==> src/rtl/pc_sequencer.sv <==
// Multi-cycle control FSM for the 8-bit PC datapath.
// It fetches over req/ack, decodes branch/jump/halt, issues ALU ops over valid/ready, and strobes the PC load.
module pc_sequencer #(
  parameter int unsigned FETCH_TIMEOUT = 15
) (
  input  logic       clk,
  input  logic       rst_n,
  input  logic       start,
  output logic       imem_req,
  input  logic       imem_ack,
  input  logic [7:0] imem_data,
  output logic [7:0] instr,
  output logic       exec_valid,
  input  logic       exec_ready,
  input  logic       zero_flag,
  output logic       pc_en,
  output logic [7:0] pc_control,
  output logic [7:0] jump_offset,
  output logic       busy,
  output logic       halted,
  output logic       fetch_err
);

  localparam logic [2:0] S_IDLE   = 3'd0;
  localparam logic [2:0] S_FETCH  = 3'd1;
  localparam logic [2:0] S_DECODE = 3'd2;
  localparam logic [2:0] S_EXEC   = 3'd3;
  localparam logic [2:0] S_UPDATE = 3'd4;
  localparam logic [2:0] S_HALT   = 3'd5;

  localparam logic [7:0] TIMEOUT_LIM = 8'(FETCH_TIMEOUT);

  logic [2:0] state;
  logic [7:0] timeout_cnt;
  logic [7:0] timeout_inc;
  logic       taken;
  logic       armed;

  assign timeout_inc = timeout_cnt + 8'd1;

  // armed stays low for the first edge after reset release, so a start
  // coincident with deassertion is not taken.
  always_ff @(posedge clk or negedge rst_n) begin
    if (!rst_n) begin
      state       <= S_IDLE;
      instr       <= '0;
      timeout_cnt <= '0;
      taken       <= 1'b0;
      fetch_err   <= 1'b0;
      armed       <= 1'b0;
    end else begin
      armed <= 1'b1;
      case (state)
        S_IDLE: begin
          if (start && armed) state <= S_FETCH;
        end
        S_FETCH: begin
          if (imem_ack) begin
            instr       <= imem_data;
            timeout_cnt <= '0;
            state       <= S_DECODE;
          end else begin
            timeout_cnt <= timeout_inc;
            if (timeout_inc == TIMEOUT_LIM) begin
              fetch_err <= 1'b1;
              state     <= S_HALT;
            end
          end
        end
        S_DECODE: begin
          case (instr[7:6])
            2'b00: begin
              taken <= 1'b0;
              state <= S_EXEC;
            end
            2'b01: begin
              taken <= zero_flag;
              state <= S_UPDATE;
            end
            2'b10: begin
              taken <= 1'b1;
              state <= S_UPDATE;
            end
            default: begin
              taken <= 1'b0;
              state <= (instr == 8'hFF) ? S_HALT : S_UPDATE;
            end
          endcase
        end
        S_EXEC: begin
          if (exec_ready) state <= S_UPDATE;
        end
        S_UPDATE: state <= S_FETCH;
        S_HALT:   state <= S_HALT;
        default:  state <= S_IDLE;
      endcase
    end
  end

  assign imem_req    = (state == S_FETCH);
  assign exec_valid  = (state == S_EXEC);
  assign pc_en       = (state == S_UPDATE);
  assign pc_control  = (pc_en && taken) ? 8'hFF : 8'h00;
  assign jump_offset = (pc_en && taken) ? {{2{instr[5]}}, instr[5:0]} : 8'h00;
  assign busy        = (state != S_IDLE) && (state != S_HALT);
  assign halted      = (state == S_HALT);

endmodule

==> config.mk <==
export PLATFORM = sky130hd
export DESIGN_NAME = pc_sequencer
export DESIGN_NICKNAME = d
export VERILOG_FILES = /design/src/rtl/pc_sequencer.sv
export SDC_FILE = /design/constraint.sdc
export NUM_CORES = 1
export LEC_CHECK = 0
export CAP_MARGIN = 20
export CORE_MARGIN = 8
export CORE_UTILIZATION = 45
export CTS_CLUSTER_SIZE = 28
export DETAILED_ROUTE_END_ITERATION = 8
export PLACE_DENSITY = 0.83
export SETUP_SLACK_MARGIN = 0.5
export SYNTH_ARGS = -nofsm -noshare
export SYNTH_HDL_FRONTEND = slang
export SYNTH_SLANG_ARGS = --single-unit
==> constraint.sdc <==
create_clock -name clk -period 2.3 [get_ports clk]
set_input_delay 0.46 -clock clk [delete_from_list [all_inputs] [get_ports clk]]
set_output_delay 0.46 -clock clk [all_outputs]
set_load 0.02 [all_outputs]
# Word level (Yosys, flattened, before mapping)
# Cells that the tools add are included.
[word_totals] ff_bits=22 wordCells=42 in_bits=14 out_inout_bits=30
[classes] eq_ne=13 addsub=1 bitwise_logic=1 mux=11 reduce_logical=10
[op_table] cell="2-to-1 mux 8 bit" count=3
[op_table] cell="case mux 3 bit (6 select lines)" count=1
[op_table] cell="2-to-1 mux 3 bit" count=4
[op_table] cell="adder 8 x 1 -> 8 bit, second input constant" count=1
[op_table] cell="equality test 8 x 4 -> 1 bit, second input constant" count=1
[op_table] cell="equality test 8 bit, second input constant" count=1
[op_table] cell="equality test 3 x 2 -> 1 bit, second input constant" count=2
[op_table] cell="equality test 3 bit, second input constant" count=2
[op_table] cell="case mux 3 bit (2 select lines)" count=1
[op_table] cell="AND reduction 3 bit" count=2
[op_table] cell="equality test 3 x 1 -> 1 bit, second input constant" count=1
[op_table] cell="logical AND 1 bit" count=3
[op_table] cell="logical NOT 3 bit" count=1
[op_table] cell="!= test 3 x 1 -> 1 bit, second input constant" count=1
[op_table] cell="!= test 3 bit, second input constant" count=1
[op_table] cell="nonzero test 3 bit" count=1
[op_table] cell="equality test 2 x 1 -> 1 bit, second input constant" count=1
[op_table] cell="equality test 2 bit, second input constant" count=1
[op_table] cell="logical NOT 2 bit" count=1
[op_table] cell="!= test 2 x 1 -> 1 bit, second input constant" count=1
[op_table] cell="!= test 2 bit, second input constant" count=1
[op_table] cell="case mux 1 bit (2 select lines)" count=1
[op_table] cell="AND reduction 2 bit" count=1
[op_table] cell="OR reduction 2 bit" count=1
[op_table] cell="2 further kinds" count=2

# Longest topological paths before layout
[depth] depth_word=5 ltp_mapped=8 ltp_nobuf=6

# Worst setup path before layout
# No wires, ideal clock.
[synth_path] path_kind="reg2out" from="register state[0]" to="output port pc_control[1]" n_path_buf=2 t_required_ns=1.840 arrival_time_ns=1.881 setup_slack_ns=-0.041 path_stages_with_launch=5 cell_sequence="dfrtp_1 buf_4 nor3_1 and2_1 buf_4"
[synth_between] elab_chain_len=3
[synth_lines] item="from (decl)" line="33" text="logic [2:0] state;"
[synth_lines] item="from (signal assigned)" line="86" text="state <= (instr == 8'hFF) ? S_HALT : S_UPDATE;"
[synth_lines] item="equality test 3 bit" line="102" text="assign pc_en = (state == S_UPDATE);"
[synth_lines] item="via pc_en" line="16" text="output logic pc_en,"
[synth_lines] item="logical AND 1 bit" line="103" text="assign pc_control = (pc_en && taken) ? 8'hFF : 8'h00;"
[synth_lines] item="2-to-1 mux 8 bit" line="103"
[synth_lines] item="to (decl)" line="17" text="output logic [7:0] pc_control,"
# The timed path passes the listed nets, and every way through them passes these cells.

# Worst setup path in the final report
[layout_path] from="register state[2]" to="output port jump_offset[7]"
[layout_between] elab_chain_len=3
[layout_lines] item="equality test 3 bit" line="102"
[layout_lines] item="logical AND 1 bit" line="104" text="assign jump_offset = (pc_en && taken) ? {{2{instr[5]}}, instr[5:0]} : 8'h00;"
[layout_lines] item="2-to-1 mux 8 bit" line="104"
[layout_lines] item="to (decl)" line="18" text="output logic [7:0] jump_offset,"
# No other way between the ends.

==> summary.md <==
| Metric | Value |
|---|---|
| Global Route Usage Sum | `13.6%` |
| Vias in the first global route | `1172` |
| Final Hold Viols | `0` |
| Fmax | `0.517 GHz` |
| Combinational share of power | `60.3%` |
| Sequential Power Share | `32.0%` |
| Post-synthesis async set-or-reset flop share | `100%` |
| Synth cell count leaders | `dfrtp_1, o21ai_0, buf_4, nand2_1, and3_1` |
| Critical path's most frequent cell | `buf_4` |
| DR vias/cell | `5.62` |
| Root buffer cell | `clkbuf_4` |
| Mean Syn Cell Area | `9.84 sq um` |
| Critical-path cell list | `inv_2, nor3_4, buf_4, and3_4, buf_4` |
| DPL Wire Length | `2500 um` |
| Ys flop type | `dfrtp_1` |
| Synth area leader | `dfrtp_1` |
| Worst setup path class | `reg -> out` |
| Share of the synthesized area in the top cell type | `40.9%` |
| Maxcap violations | `0` |
| Count leader, synth | `dfrtp_1` |
| Chip Width | `70.7 um` |
| Port Buffer Count | `43` |
| Largest family of logic cells by synthesized area | `simple AND/OR/NAND/NOR gates` |
| Synthesized area | `1350 sq um` |
| Io pins | `44` |
| Startpoint Class | `flop` |
| Post-Synth XOR/XNOR Area | `0.650%` |
| First-pass GRT wire length | `5600 um` |
| Clk buf depth | `2` |
| Final Wtd Congestion | `0.881` |
| Syn_nets | `158` |
| Setup TNS | `0 ns` |
| Initial Utilization | `45.6%` |
| Remaining global-route overflow | `0` |
| Detailed Route Iter0 Violations | `69` |
| Cell family with most CP delay | `flip-flops` |
| Post-Synth Simple-Gate Area | `17.1%` |
| Final nets | `209` |
| Synth Register Bits | `22` |
| Number of flops mapped to enable cells by yosys | `0` |
| Min Tclk post-route | `1.93 ns` |
| Crit path largest cell delay | `0.44 ns` |
| Maximum VDD drop | `620 uV` |
| Clock slew at reported path FFs | `0.11 ns` |
| Routed vias | `1230` |
| Final setup margin | `0.365 ns` |
| Final setup violation count | `0` |
| CTS tree | `yes` |
| ANT nets after route | `0` |
| Clock group share of total power | `7.7%` |
| Synth unique cells | `41` |
| Post-synthesis sequential area ratio | `40.9%` |
| Post-route cell area | `1900 sq um` |
| Post-Route WL | `3670 um` |
| Worst skew pair latency | `0.30 ns` |
| Maximum net fanout on the critical path | `4` |
| Detailed Routing Iterations Pass 1 | `4` |
| Final Slew Violations | `0` |
| Proportion of synthesized area in mux cells | `7.89%` |
| Die Ht | `70.7 um` |
| Hold Path Class | `reg -> reg` |
| Largest net degree at the start of global routing | `23` |
| DIE AREA | `5000 sq um` |
| Fin crit share | `84.1%` |
| Core ar. | `2950 sq um` |
| Worst path arrival time | `1.47 ns` |
| Skew final | `0.00276 ns` |
| Initial antenna violation count | `0` |
| Area Overhead vs Synth | `40.8%` |
| H-tree level count | `1` |
| Leakage power | `0.938 nW` |
| Critical-path top delay cell | `dfrtp_1` |
| Int Pwr | `1.24 mW` |
| Row cnt | `20` |
| Clock Sinks | `22` |
| CP Capture Type | `primary output` |
| Synth area leaders | `dfrtp_1, ha_1, buf_4` |
| Pre-CTS setup slack | `0.164 ns` |
| Residual DRC | `0` |
| Unrepaired setup endpoints after global routing | `yes` |
| Pwr Density | `1150 nW/um^2` |
| Fill cells | `228` |
| Critical Path RT | `1.84 ns` |
| Outcome | `completed` |
| Placed inst area | `1750 sq um` |
| Switch share | `43.3%` |
| CTS Buf Count | `3` |
| Psw | `942 uW` |
| Share of cells above drive strength 1 | `33.9%` |
| Adder-Cell Fraction of Synth Area | `6.50%` |
| # hold bufs at CTS | `0` |
| Synth Instances | `137` |
| Buf/Inv on CP | `3` |
| WL/cell | `16.7 um` |
| Antenna Cells | `0` |
| Synth Area in Compound Gates | `15.4%` |
| Synth Warn # | `0` |
## cells by family (layout without fill, tap and decap cells)
kind of cell,Yosys count,in the layout
AO/OA/AOI/OAI,33,33
XOR/XNOR,1,1
other,1,1
buffers and inverters,23,72
AND/OR/NAND/NOR,42,42
multiplexers,8,8
adder cells (fa/ha/maj),7,7
flip-flops,22,22
## registers in the layout, indices dropped and copies added (netlist names)
register,cells
state,3
instr,8
taken,1
fetch_err,1
timeout_cnt,8
armed,1
## worst paths after layout
kind                           start              to  slack, ns  cells past startpoint
setup / recovery            state[2]  jump_offset[7]       0.37                      5
hold reg to reg            fetch_err       fetch_err       0.47                      1
hold / removal             fetch_err       fetch_err       0.47                      1
max in group asynchronous      rst_n        state[1]       1.55                      2
setup reg to reg            state[0]        instr[5]       0.45                      6
min in group asynchronous      rst_n        instr[6]       0.51                      2
## layout by cell type (no fill, tap or decap), drive strengths merged, types with 3 or more instances in the layout
cell type      instances
nor2                   5
clkdlybuf4s50         14
nand3                  3
and3                   8
mux2                   6
dfrtp                 22
inv                    8
a21oi                  5
dlygate4sd2            6
buf                   39
o21ai                 15
nor3                   3
ha                     7
nand2                 10
clkbuf                 3
nand4                  5
## stage by stage
| step | instances | hold slack (ns) | power, mW | util [%] |
|---|---|---|---|---|
| final | 219 | 0.474 | 2.18 | 64.2 |
| after global placement | 202 | 0.448 | 1.75 | 59.2 |
| after CTS | 212 | 0.479 | 2.03 | 60.4 |
| after detailed placement | 202 | 0.451 | 1.79 | 59.2 |
| after floorplan | 137 | 0.164 | 1.40 | - |
| after global routing | 219 | 0.493 | 2.33 | 64.2 |
## worst reg2reg max path, stage by stage, from the launching register on
cell and delay (ns):
dfrtp_2 0.43, buf_4 0.14, or3b_4 0.41, inv_6 0.07, buf_4 0.11, and2_4 0.24
mux2_2 0.35
## final cells by class
cell class              count  area (sq um)  area share [%]
inverters                   8          37.5            1.98
well taps                  33          41.3            2.18
clock buffers               3          22.5            1.19
flip-flops and latches     22           553            29.2
multi-input cells          92           694            36.6
repair buffers             61           548            28.9
## routing by layer
layer / vias to the layer above / global-route usage, % / wire [um]
met3: 8 / 5.93 / 337
met4: 0 / 5.31 / 62
met1: 598 / 15.4 / 1500
met2: 48 / 21.9 / 1770
li1: 576 / - / -
met5: - / 0 / 0
## power groups by stage
| stage | clock network [mW] | logic [mW] | registers, mW |
|---|---|---|---|
| finish | 0.168 | 1.31 | 0.696 |
| detailed placement | 0 | 1.09 | 0.700 |
| floorplan | 0 | 0.670 | 0.734 |
| global placement | 0 | 1.06 | 0.686 |
| global route | 0.192 | 1.41 | 0.719 |
| CTS | 0.176 | 1.17 | 0.683 |
## timing repair
item | in CTS | in global routing
endpoints found under the setup margin | 27 | 30
pin swaps | 4 | 0
setup buffers | 7 | 7
gates resized for setup | 116 | 21
Power figures use the tool's default switching activity.
